===== src/rtl/otter_imm_pipe_if.sv =====
// ----------------------------------------------------------------------------
// otter_imm_pipe_if
// Handshake bundle between the fetch stage (master) and the immediate
// generator FIFO (slave).
//   in_valid/in_ready/in_instrn/in_tag : request side, fetch -> generator
//   out_valid/out_ready/out_imm/out_type/out_tag : result side, head entry
//   out_illegal : per-entry illegal flag, present only when
//                 OTTER_IMM_ILLEGAL_EN is defined
// ----------------------------------------------------------------------------
interface otter_imm_pipe_if #(
   parameter int unsigned XLEN  = 32,
   parameter int unsigned TAG_W = 32
);
   logic             in_valid;
   logic             in_ready;
   logic [31:0]      in_instrn;
   logic [TAG_W-1:0] in_tag;
   logic             out_valid;
   logic             out_ready;
   logic [XLEN-1:0]  out_imm;
   logic [2:0]       out_type;
   logic [TAG_W-1:0] out_tag;
`ifdef OTTER_IMM_ILLEGAL_EN
   logic             out_illegal;

   modport master (
      output in_valid, in_instrn, in_tag, out_ready,
      input  in_ready, out_valid, out_imm, out_type, out_tag, out_illegal
   );

   modport slave (
      input  in_valid, in_instrn, in_tag, out_ready,
      output in_ready, out_valid, out_imm, out_type, out_tag, out_illegal
   );
`else
   modport master (
      output in_valid, in_instrn, in_tag, out_ready,
      input  in_ready, out_valid, out_imm, out_type, out_tag
   );

   modport slave (
      input  in_valid, in_instrn, in_tag, out_ready,
      output in_ready, out_valid, out_imm, out_type, out_tag
   );
`endif
endinterface


===== src/rtl/otter_imm_pipe.sv =====
// ----------------------------------------------------------------------------
// otter_imm_pipe
// Immediate generator between fetch and decode. Decodes the opcode of each
// accepted instruction, forms one sign-/zero-extended immediate plus a type
// code (0 NONE, 1 I, 2 S, 3 B, 4 U, 5 J, 6 Z) and queues the result with the
// caller's tag in a DEPTH-entry FIFO.
// Ports:
//   clk   : rising-edge clock
//   rst   : asynchronous active-high reset, drops all entries
//   flush : synchronous clear of all entries, wins over push/pop
//   bus   : otter_imm_pipe_if.slave, request and result handshakes
// Parameters: XLEN (32/64), DEPTH (power of two, >= 2), TAG_W.
// Optional feature: define OTTER_IMM_ILLEGAL_EN to store and present
// out_illegal for words with in_instrn[1:0] != 2'b11 or an unmapped opcode.
// ----------------------------------------------------------------------------
module otter_imm_pipe #(
   parameter int unsigned XLEN  = 32,
   parameter int unsigned DEPTH = 2,
   parameter int unsigned TAG_W = 32
) (
   input  logic            clk,
   input  logic            rst,
   input  logic            flush,
   otter_imm_pipe_if.slave bus
);
   localparam int unsigned PtrW = $clog2(DEPTH);
   localparam int unsigned CntW = PtrW + 1;
   localparam logic [CntW-1:0] CntFull = CntW'(DEPTH);

   localparam logic [2:0] TyNone = 3'd0;
   localparam logic [2:0] TyI    = 3'd1;
   localparam logic [2:0] TyS    = 3'd2;
   localparam logic [2:0] TyB    = 3'd3;
   localparam logic [2:0] TyU    = 3'd4;
   localparam logic [2:0] TyJ    = 3'd5;
   localparam logic [2:0] TyZ    = 3'd6;

   logic [31:0]     w_instr;
   logic [2:0]      w_type;
   logic            w_known;
   logic            w_illegal;
   logic [31:0]     w_imm32;
   logic [XLEN-1:0] w_imm;
   logic            w_push;
   logic            w_pop;
   logic            w_empty;

   logic [PtrW-1:0] r_wr_ptr;
   logic [PtrW-1:0] r_rd_ptr;
   logic [CntW-1:0] r_count;

   logic [XLEN-1:0]  r_imm_mem  [DEPTH];
   logic [2:0]       r_type_mem [DEPTH];
   logic [TAG_W-1:0] r_tag_mem  [DEPTH];
`ifdef OTTER_IMM_ILLEGAL_EN
   logic             r_ill_mem  [DEPTH];
`endif

   assign w_instr = bus.in_instrn;

   // Opcode decode. Unmapped words fall back to NONE in both builds; the
   // illegal flag is only stored when the feature is enabled.
   always_comb begin
      w_type  = TyNone;
      w_known = 1'b1;
      case (w_instr[6:0])
         7'b0110111, 7'b0010111:            w_type = TyU;
         7'b1101111:                        w_type = TyJ;
         7'b1100111, 7'b0000011, 7'b0010011: w_type = TyI;
         7'b0011011: begin
            // OP-IMM-32 only exists on RV64
            if (XLEN == 64) w_type = TyI;
            else            w_known = 1'b0;
         end
         7'b0100011:                        w_type = TyS;
         7'b1100011:                        w_type = TyB;
         7'b1110011:                        w_type = w_instr[14] ? TyZ : TyNone;
         default:                           w_known = 1'b0;
      endcase
      w_illegal = !w_known || (w_instr[1:0] != 2'b11);
      if (w_illegal) w_type = TyNone;
   end

   // Immediates are formed at 32 bits; every 32-bit form is already correctly
   // signed in bit 31 (Z has bit 31 clear), so one sign extension covers RV64.
   always_comb begin
      case (w_type)
         TyI:     w_imm32 = {{20{w_instr[31]}}, w_instr[31:20]};
         TyS:     w_imm32 = {{20{w_instr[31]}}, w_instr[31:25], w_instr[11:7]};
         TyB:     w_imm32 = {{19{w_instr[31]}}, w_instr[31], w_instr[7], w_instr[30:25],
                             w_instr[11:8], 1'b0};
         TyU:     w_imm32 = {w_instr[31:12], 12'd0};
         TyJ:     w_imm32 = {{11{w_instr[31]}}, w_instr[31], w_instr[19:12], w_instr[20],
                             w_instr[30:21], 1'b0};
         TyZ:     w_imm32 = {27'd0, w_instr[19:15]};
         default: w_imm32 = 32'd0;
      endcase
   end

   if (XLEN > 32) begin : g_ext
      assign w_imm = {{(XLEN-32){w_imm32[31]}}, w_imm32};
   end else begin : g_noext
      assign w_imm = w_imm32;
   end

   // in_ready depends only on the registered count, never on out_ready
   assign bus.in_ready = (r_count < CntFull);
   assign w_empty      = (r_count == '0);
   assign w_push       = bus.in_valid && bus.in_ready;
   assign w_pop        = !w_empty && bus.out_ready;

   // Storage needs no reset: empty entries are masked at the output
   always_ff @(posedge clk) begin
      if (w_push) begin
         r_imm_mem[r_wr_ptr]  <= w_imm;
         r_type_mem[r_wr_ptr] <= w_type;
         r_tag_mem[r_wr_ptr]  <= bus.in_tag;
`ifdef OTTER_IMM_ILLEGAL_EN
         r_ill_mem[r_wr_ptr]  <= w_illegal;
`endif
      end
   end

   always_ff @(posedge clk or posedge rst) begin
      if (rst) begin
         r_wr_ptr <= '0;
         r_rd_ptr <= '0;
         r_count  <= '0;
      end else if (flush) begin
         r_wr_ptr <= '0;
         r_rd_ptr <= '0;
         r_count  <= '0;
      end else begin
         if (w_push) r_wr_ptr <= r_wr_ptr + PtrW'(1);
         if (w_pop)  r_rd_ptr <= r_rd_ptr + PtrW'(1);
         if (w_push && !w_pop)      r_count <= r_count + CntW'(1);
         else if (!w_push && w_pop) r_count <= r_count - CntW'(1);
      end
   end

   assign bus.out_valid = !w_empty;
   assign bus.out_imm   = w_empty ? '0 : r_imm_mem[r_rd_ptr];
   assign bus.out_type  = w_empty ? '0 : r_type_mem[r_rd_ptr];
   assign bus.out_tag   = w_empty ? '0 : r_tag_mem[r_rd_ptr];
`ifdef OTTER_IMM_ILLEGAL_EN
   assign bus.out_illegal = w_empty ? 1'b0 : r_ill_mem[r_rd_ptr];
`endif

endmodule


===== src/flat_wrapper.sv =====
// flat-port wrapper written by rule: the top's interface ports become plain ports
module otter_imm_pipe_flat 
#(
   parameter int unsigned XLEN  = 32,
   parameter int unsigned DEPTH = 2,
   parameter int unsigned TAG_W = 32
)
  (clk, rst, flush, bus_in_valid, bus_in_instrn, bus_in_tag, bus_out_ready, bus_in_ready, bus_out_valid, bus_out_imm, bus_out_type, bus_out_tag);
  otter_imm_pipe_if #(.XLEN(XLEN), .TAG_W(TAG_W)) bus_i ();
  input  logic clk;
  input  logic rst;
  input  logic flush;
  input wire logic [$bits(bus_i.in_valid)-1:0] bus_in_valid;
  input wire logic [$bits(bus_i.in_instrn)-1:0] bus_in_instrn;
  input wire logic [$bits(bus_i.in_tag)-1:0] bus_in_tag;
  input wire logic [$bits(bus_i.out_ready)-1:0] bus_out_ready;
  output wire logic [$bits(bus_i.in_ready)-1:0] bus_in_ready;
  output wire logic [$bits(bus_i.out_valid)-1:0] bus_out_valid;
  output wire logic [$bits(bus_i.out_imm)-1:0] bus_out_imm;
  output wire logic [$bits(bus_i.out_type)-1:0] bus_out_type;
  output wire logic [$bits(bus_i.out_tag)-1:0] bus_out_tag;
  assign bus_i.in_valid = bus_in_valid;
  assign bus_i.in_instrn = bus_in_instrn;
  assign bus_i.in_tag = bus_in_tag;
  assign bus_i.out_ready = bus_out_ready;
  assign bus_in_ready = bus_i.in_ready;
  assign bus_out_valid = bus_i.out_valid;
  assign bus_out_imm = bus_i.out_imm;
  assign bus_out_type = bus_i.out_type;
  assign bus_out_tag = bus_i.out_tag;
  otter_imm_pipe #(.XLEN(XLEN), .DEPTH(DEPTH), .TAG_W(TAG_W)) u_core (.clk(clk), .rst(rst), .flush(flush), .bus(bus_i));
endmodule

===== config.mk =====
export PLATFORM = sky130hd
export DESIGN_NAME = otter_imm_pipe_flat
export DESIGN_NICKNAME = d
export VERILOG_FILES = /design/src/rtl/otter_imm_pipe_if.sv /design/src/rtl/otter_imm_pipe.sv /design/src/flat_wrapper.sv
export SDC_FILE = /design/constraint.sdc
export NUM_CORES = 1
export LEC_CHECK = 0
export CORE_AREA = 2 2 118 120
export DETAILED_ROUTE_END_ITERATION = 10
export DIE_AREA = 0 0 120 122
export PLACE_DENSITY = 0.86
export SYNTH_ARGS = -nofsm -noshare
export SYNTH_HDL_FRONTEND = slang
export SYNTH_SLANG_ARGS = --single-unit

===== constraint.sdc =====
create_clock -name clk -period 3.8 [get_ports clk]
set_input_delay 0.57 -clock clk [delete_from_list [all_inputs] [get_ports clk]]
set_output_delay 0.57 -clock clk [all_outputs]
set_load 0.02 [all_outputs]

==> results by group, run 1 <==
Status
  – Status: complete, no violations

Route
  – Drt pass-1 iters: 5
  – WL final: 12.2 mm
  – # DRC: 0
  – ANT nets after route: 0
  – Vias: 3,782
  – DRT iter0 DRCs: around 260
  – WL per Instance: 16.6 um
  – DR vias/cell: about 5.2

Worst setup path
  – CP Cell Sequence: buf_4 -> mux2i_1 -> nor2_1 -> clkdlybuf4s50_1
  – CP Capture Type: output pin
  – Worst Path Required: 3.23 ns
  – Critical path class: flip-flop to output pin
  – Slowest-stage cell, CP: dfrtp_4
  – CP max FO: 34
  – Max incr delay on CP: 0.80 ns
  – CP Data Arrival Time: 2.58 ns
  – Setup crit start kind: flip-flop

Timing
  – Final setup TNS: 0 ns
  – Post-route clock period utilization: between 80% and 90%
  – Tmin final: 3.15 ns
  – Unrepaired setup endpoints after global routing: false
  – Final Hold Viols: 0
  – Final setup fails: 0
  – Final WS setup: 0.653 ns
  – Slew Limit Fails: 0
  – Worst slew margin: approximately 52%
  – Worst slew pin tran: 0.714 ns
  – Fmax: 318 MHz
  – Clock Skew: 0.00947 ns

Flow run
  – Max-cap viol count: 0

Logic synthesis
  – Yosys reg bits: about 140
  – Post-synthesis sequential area ratio: between 60% and 70%
  – Average cell area after synthesis: 14.7 sq um
  – Post-synthesis instance area: between 5000 and 6000 sq um
  – Syn_nets: roughly 470
  – Yosys warnings: 0
  – Gate count of the mapped netlist: 403
  – Post-synth EDFFs: 134
  – Asr flop ratio synth: 2.90%
  – Unique masters post-synth: 44
  – Ys flop type: edfxtp_1

Global routing
  – Global route overflow: 0
  – Number of global-route vias before repair: 3,824
  – Initial antenna violation count: 0
  – Gr usage total: 17.2%
  – First-pass GRT wire length: 19.1 mm
  – Largest net degree at the start of global routing: 69

Floorplanning
  – Boundary pin count: 138
  – Effective utilization at floorplan: 43.8%
  – Cell Rows: 43
  – Die area: 14,600 sq um
  – Core ar.: 13,500 sq um
  – Die Span Y: 122 um
  – Die Span X: 120 um

Power
  – Leak: roughly 2.8 nW
  – Pwr per Cell Area: about 470 nW/um^2
  – Maximum vdd drop: 273 uV
  – Final Total Pwr: 3.80 mW

Clocking
  – Clk sink count: 138
  – Worst-Skew Late Latency: 0.41 ns
  – Clk buf depth: 2
  – CTS tree: built
  – CTS Hold Buffers Added: 0
  – Setup bufs post-CTS: 0
  – Worst-path clk slew: 0.06 ns
  – CTS buffer count: 17
  – Htree depth: 4
  – Post-cts resize count: 0
  – CTS root buf: clkbuf_16

Finish
  – Ant diodes: 0
  – Most frequent cells in the layout: 137 x clkdlybuf4s50_1, 134 x edfxtp_1, 70 x nor2_1
  – Finished Layout Cells: 734
  – Area delta synth->final: 35.7%
  – Share of cells above drive strength 1: 8.84%
  – Final nets: 611
  – Commonest non-fill, non-tap cell in the layout: clkdlybuf4s50_1

Placed design
  – Dpl hpwl: 8.19 mm
  – Placed cells: between 700 and 800
  – RD Place Congestion: 0.893
  – Dpl ws: 1.03 ns
  – # port buffers: 137

Worst hold path
  – Hold WC Path Type: input port to asynchronous set/reset pin
[final timing paths]
kind | slack, ns | depth (start not counted) | endpoint | startpoint
max | 0.65 | 4 | bus_out_tag[7] | u_core.r_rd_ptr$_DFFE_PP0P_
min | 0.36 | 2 | u_core.r_wr_ptr$_DFFE_PP0P_ | rst
max reg2reg | 1.67 | 3 | u_core.r_imm_mem[1][0]$_DFFE_PP_ | u_core.r_count[1]$_DFFE_PP0P_
min reg2reg | 0.62 | 2 | u_core.r_wr_ptr$_DFFE_PP0P_ | u_core.r_wr_ptr$_DFFE_PP0P_
max in group asynchronous | 3.26 | 2 | u_core.r_rd_ptr$_DFFE_PP0P_ | rst
min in group clk | 0.62 | 2 | u_core.r_wr_ptr$_DFFE_PP0P_ | u_core.r_wr_ptr$_DFFE_PP0P_
[final cells by class]
class                      count  area (sq um)
sequential                   138          4130
clock inverter                14           126
multi-input combinational    231          1640
fill                        1030          5480
timing repair buffer         143          1440
clock buffer                  17           425
tap                          180           225
inverter                      11          41.3
[through the flow]
stage / cell area, sq um / utilization [%] / hold WS, ns
global placement: 7480 / 55.4 / 0.598
finish: 8030 / 59.5 / 0.364
detailed placement: 7480 / 55.4 / 0.621
floorplan: 5920 / - / 0.336
CTS: 8030 / 59.5 / 0.349
global route: 8030 / 59.5 / 0.355
[registers in the layout, summed over array words and instances (netlist names)]
| signal | count |
|---|---|
| u_core.r_count | 2 |
| u_core.r_imm_mem | 64 |
| u_core.r_rd_ptr | 1 |
| u_core.r_tag_mem | 64 |
| u_core.r_type_mem | 6 |
| u_core.r_wr_ptr | 1 |
[cells by family (layout without fill, tap and decap cells)]
family,after synthesis,count (layout),synth area share [%]
AOI/OAI and AO/OA,38,38,4.97
xor gates and xnor gates,3,3,0.444
DFF,138,138,69.7
muxes,68,68,11.5
buffers and inverters,34,185,2.81
and+or+nand+nor,122,122,10.6
[cell usage after synthesis (2+ instances only)]
cell | instances | area [sq um]
o21ai_0 | 4 | 20.0
buf_4 | 3 | 22.5
nor3_1 | 6 | 30.0
mux2i_1 | 68 | 681
a221o_1 | 4 | 40.0
dfrtp_1 | 4 | 100
nand3_1 | 14 | 70.1
and3b_1 | 2 | 17.5
clkbuf_1 | 8 | 30.0
and2_1 | 2 | 12.5
a21oi_1 | 2 | 10.0
edfxtp_1 | 134 | 4020
inv_1 | 11 | 41.3
buf_2 | 10 | 50.1
nand2b_1 | 4 | 25.0
o21ai_1 | 10 | 50.1
xor2_1 | 2 | 17.5
buf_6 | 2 | 22.5
a21o_1 | 9 | 67.6
nor2_1 | 71 | 267
nor2b_1 | 10 | 62.6
[worst max-delay path: cells and delay by family (launching register included)]
kind | cells | cell delay, ns
buffers and inverters | 2 | 1.08
AND/OR/NAND/NOR | 1 | 0.15
multiplexers | 1 | 0.12
flip-flops | 1 | 0.80
[metal layers]
metal	track usage [%]	up-vias	wire length, um
li1	-	1779	-
met1	21.6	1836	5150
met2	28.1	148	6080
met3	4.82	19	739
met4	7.06	0	191
met5	0	-	0
[where the power goes]
| group | switching (mW) | internal (mW) |
|---|---|---|
| clock | 0.601 | 0.897 |
| combinational | 0.263 | 0.234 |
| sequential | 0.0377 | 1.77 |
| total | 0.902 | 2.90 |
Note: power is estimated with default switching activity, not from simulation.
==> inputs of run 2 (changes only) <==
--- a/config.mk
+++ b/config.mk
@@ -5,10 +5,10 @@
 export SDC_FILE = /design/constraint.sdc
 export NUM_CORES = 1
 export LEC_CHECK = 0
-export CORE_AREA = 2 2 118 120
+export CORE_AREA = 2 2 112 114
 export DETAILED_ROUTE_END_ITERATION = 10
-export DIE_AREA = 0 0 120 122
-export PLACE_DENSITY = 0.86
+export DIE_AREA = 0 0 114 116
+export PLACE_DENSITY = 0.9
 export SYNTH_ARGS = -nofsm -noshare
 export SYNTH_HDL_FRONTEND = slang
 export SYNTH_SLANG_ARGS = --single-unit
==> constraint.sdc (replaced) <==
create_clock -name clk -period 2.9 [get_ports clk]
set_input_delay 0.435 -clock clk [delete_from_list [all_inputs] [get_ports clk]]
set_output_delay 0.435 -clock clk [all_outputs]
set_load 0.02 [all_outputs]
==> results by group, run 2 (same netlist as run 1, synthesis figures left out) <==
Timing
  – Final setup TNS: 0 ns
  – Unrepaired setup endpoints after global routing: false
  – Fmax: 382 MHz
  – Post-route clock period utilization: 90.4%
  – Worst slew margin: 62.6%
  – Slew Limit Fails: 0
  – Final setup fails: 0
  – Clock Skew: 0.00536 ns
  – Worst slew pin tran: between 0.5 and 0.6 ns
  – Tmin final: 2.62 ns
  – Final Hold Viols: 0

Finish
  – FF/Latch Area: around 4100 sq um
  – Commonest non-fill, non-tap cell in the layout: clkdlybuf4s50_1
  – Area delta synth->final: 35.0%
  – Finished Cell Area: 7980 sq um
  – Area of the multi-input gates: around 1600 sq um
  – Final nets: 615
  – Final Util: between 60 and 70%
  – Most frequent cells in the layout: 137 x clkdlybuf4s50_1, 134 x edfxtp_1, 70 x nor2_1
  – Top flop regs: u_core.r_imm_mem x64, u_core.r_tag_mem x64, u_core.r_type_mem x6
  – Share of cells above drive strength 1: under 10%
  – Ant diodes: 0
  – Filler instances: 853
  – Finished Layout Cells: 706

Power
  – Leak: 2.80 nW
  – Final Total Pwr: 4.93 mW
  – Pwr per Cell Area: a little over 600 nW/um^2
  – Maximum vdd drop: 319 uV

Worst setup path
  – CP Capture Type: output pin
  – Setup crit start kind: flip-flop
  – CP Data Arrival Time: 2.19 ns
  – Critical path class: flip-flop to output pin
  – Worst Path Required: 2.47 ns
  – CP max FO: 13

Clocking
  – Post-cts resize count: 0
  – CTS tree: built
  – Clk sink count: ~140
  – Htree depth: 4
  – Setup bufs post-CTS: 0
  – Clk buf depth: 2
  – CTS buffer count: 17
  – Worst-path clk slew: 0.06 ns
  – CTS root buf: clkbuf_16
  – CTS Hold Buffers Added: 0
  – Worst-Skew Late Latency: about 0.41 ns

Status
  – Status: complete, no violations

Global routing
  – First-pass GRT wire length: roughly 20 mm
  – Largest net degree at the start of global routing: 41
  – Number of global-route vias before repair: 3,932
  – Initial antenna violation count: 0
  – Gr usage total: 19.5%
  – Global route overflow: 0

Floorplanning
  – Boundary pin count: 138
  – Die area: roughly 13,000 sq um
  – Die Span X: 114 um
  – Effective utilization at floorplan: 49.7%
  – Core ar.: 11,900 sq um
  – Die Span Y: 116 um
  – Cell Rows: 40

Route
  – DRT iter0 DRCs: 206
  – # DRC: 0
  – Drt pass-1 iters: 5
  – DR vias/cell: 5.37
  – Vias: 3,792
  – WL per Instance: 17.8 um
  – ANT nets after route: 0
  – WL final: around 13 mm

Worst hold path
  – Hold WC Path Type: input port to asynchronous set/reset pin

Placed design
  – # port buffers: between 100 and 150
  – Post-DP Area: 7450 sq um
  – RD Place Congestion: 0.916
  – Dpl hpwl: 8.59 mm
  – Placed cells: ~670

Flow run
  – Max-cap viol count: 0
-- run 2: cell types whose count changed in the layout (fill, tap and decap cells not counted) --
cell | before | now
buf_4 | 4 | 9
clkbuf_1 | 0 | 1
buf_12 | 2 | 1
bufinv_16 | 1 | 0
clkinv_4 | 4 | 3
clkinv_1 | 1 | 0
clkinvlp_4 | 4 | 5
clkinv_2 | 2 | 4
-- run 2: per-stage QoR --
step	hold WS, ns	setup WS (ns)
2_1_floorplan	0.201	0.174
3_3_place_gp	0.607	0.564
3_5_place_dp	0.604	0.462
4_1_cts	0.231	0.242
5_1_grt	0.249	0.191
6_report	0.249	0.280
-- run 2: where the power goes --
part | switching (mW) | internal, mW | total [mW]
Combinational | 0.357 | 0.309 | 0.666
Sequential | 0.0405 | 2.32 | 2.36
Clock | 0.807 | 1.09 | 1.90
Total | 1.20 | 3.72 | 4.93
-- run 2: layout make-up --
| class | instances | share of cell area [%] |
|---|---|---|
| Timing Repair Buffer | 147 | 18.3 |
| Clock buffer | 18 | 5.38 |
| Inverter | 11 | 0.517 |
| Sequential cell | 138 | 51.7 |
| Clock inverter | 14 | 1.27 |
| Tap cell | 147 | 2.30 |
| Multi-Input combinational cell | 231 | 20.6 |
-- run 2: layer usage --
layer / track usage [%] / vias to the layer above / share of wire, %
li1: - / 1784 / -
met1: 24.5 / 1833 / 43
met2: 32.4 / 151 / 49
met3: 5.39 / 24 / 6.3
met4: 7.40 / 0 / 2.1
met5: 0 / - / 0
-- run 2: critical path, stage by stage (launching register included) --
cell	delay, ns
dfrtp_4	0.59
buf_4	0.24
mux2i_1	0.13
nor2_1	0.17
clkdlybuf4s50_1	0.64
-- run 2: worst paths after layout --
kind	startpoint	endpoint	slack, ns	cells past startpoint
max	u_core.r_rd_ptr$_DFFE_PP0P_	bus_out_imm[20]	0.28	4
min	rst	u_core.r_count[0]$_DFFE_PP0P_	0.25	2
max reg2reg	u_core.r_count[1]$_DFFE_PP0P_	u_core.r_tag_mem[1][29]$_DFFE_PP_	1.06	3
min reg2reg	u_core.r_wr_ptr$_DFFE_PP0P_	u_core.r_wr_ptr$_DFFE_PP0P_	0.63	2
max in group asynchronous	rst	u_core.r_rd_ptr$_DFFE_PP0P_	2.48	2
min in group clk	bus_in_tag[28]	u_core.r_tag_mem[1][28]$_DFFE_PP_	0.61	1
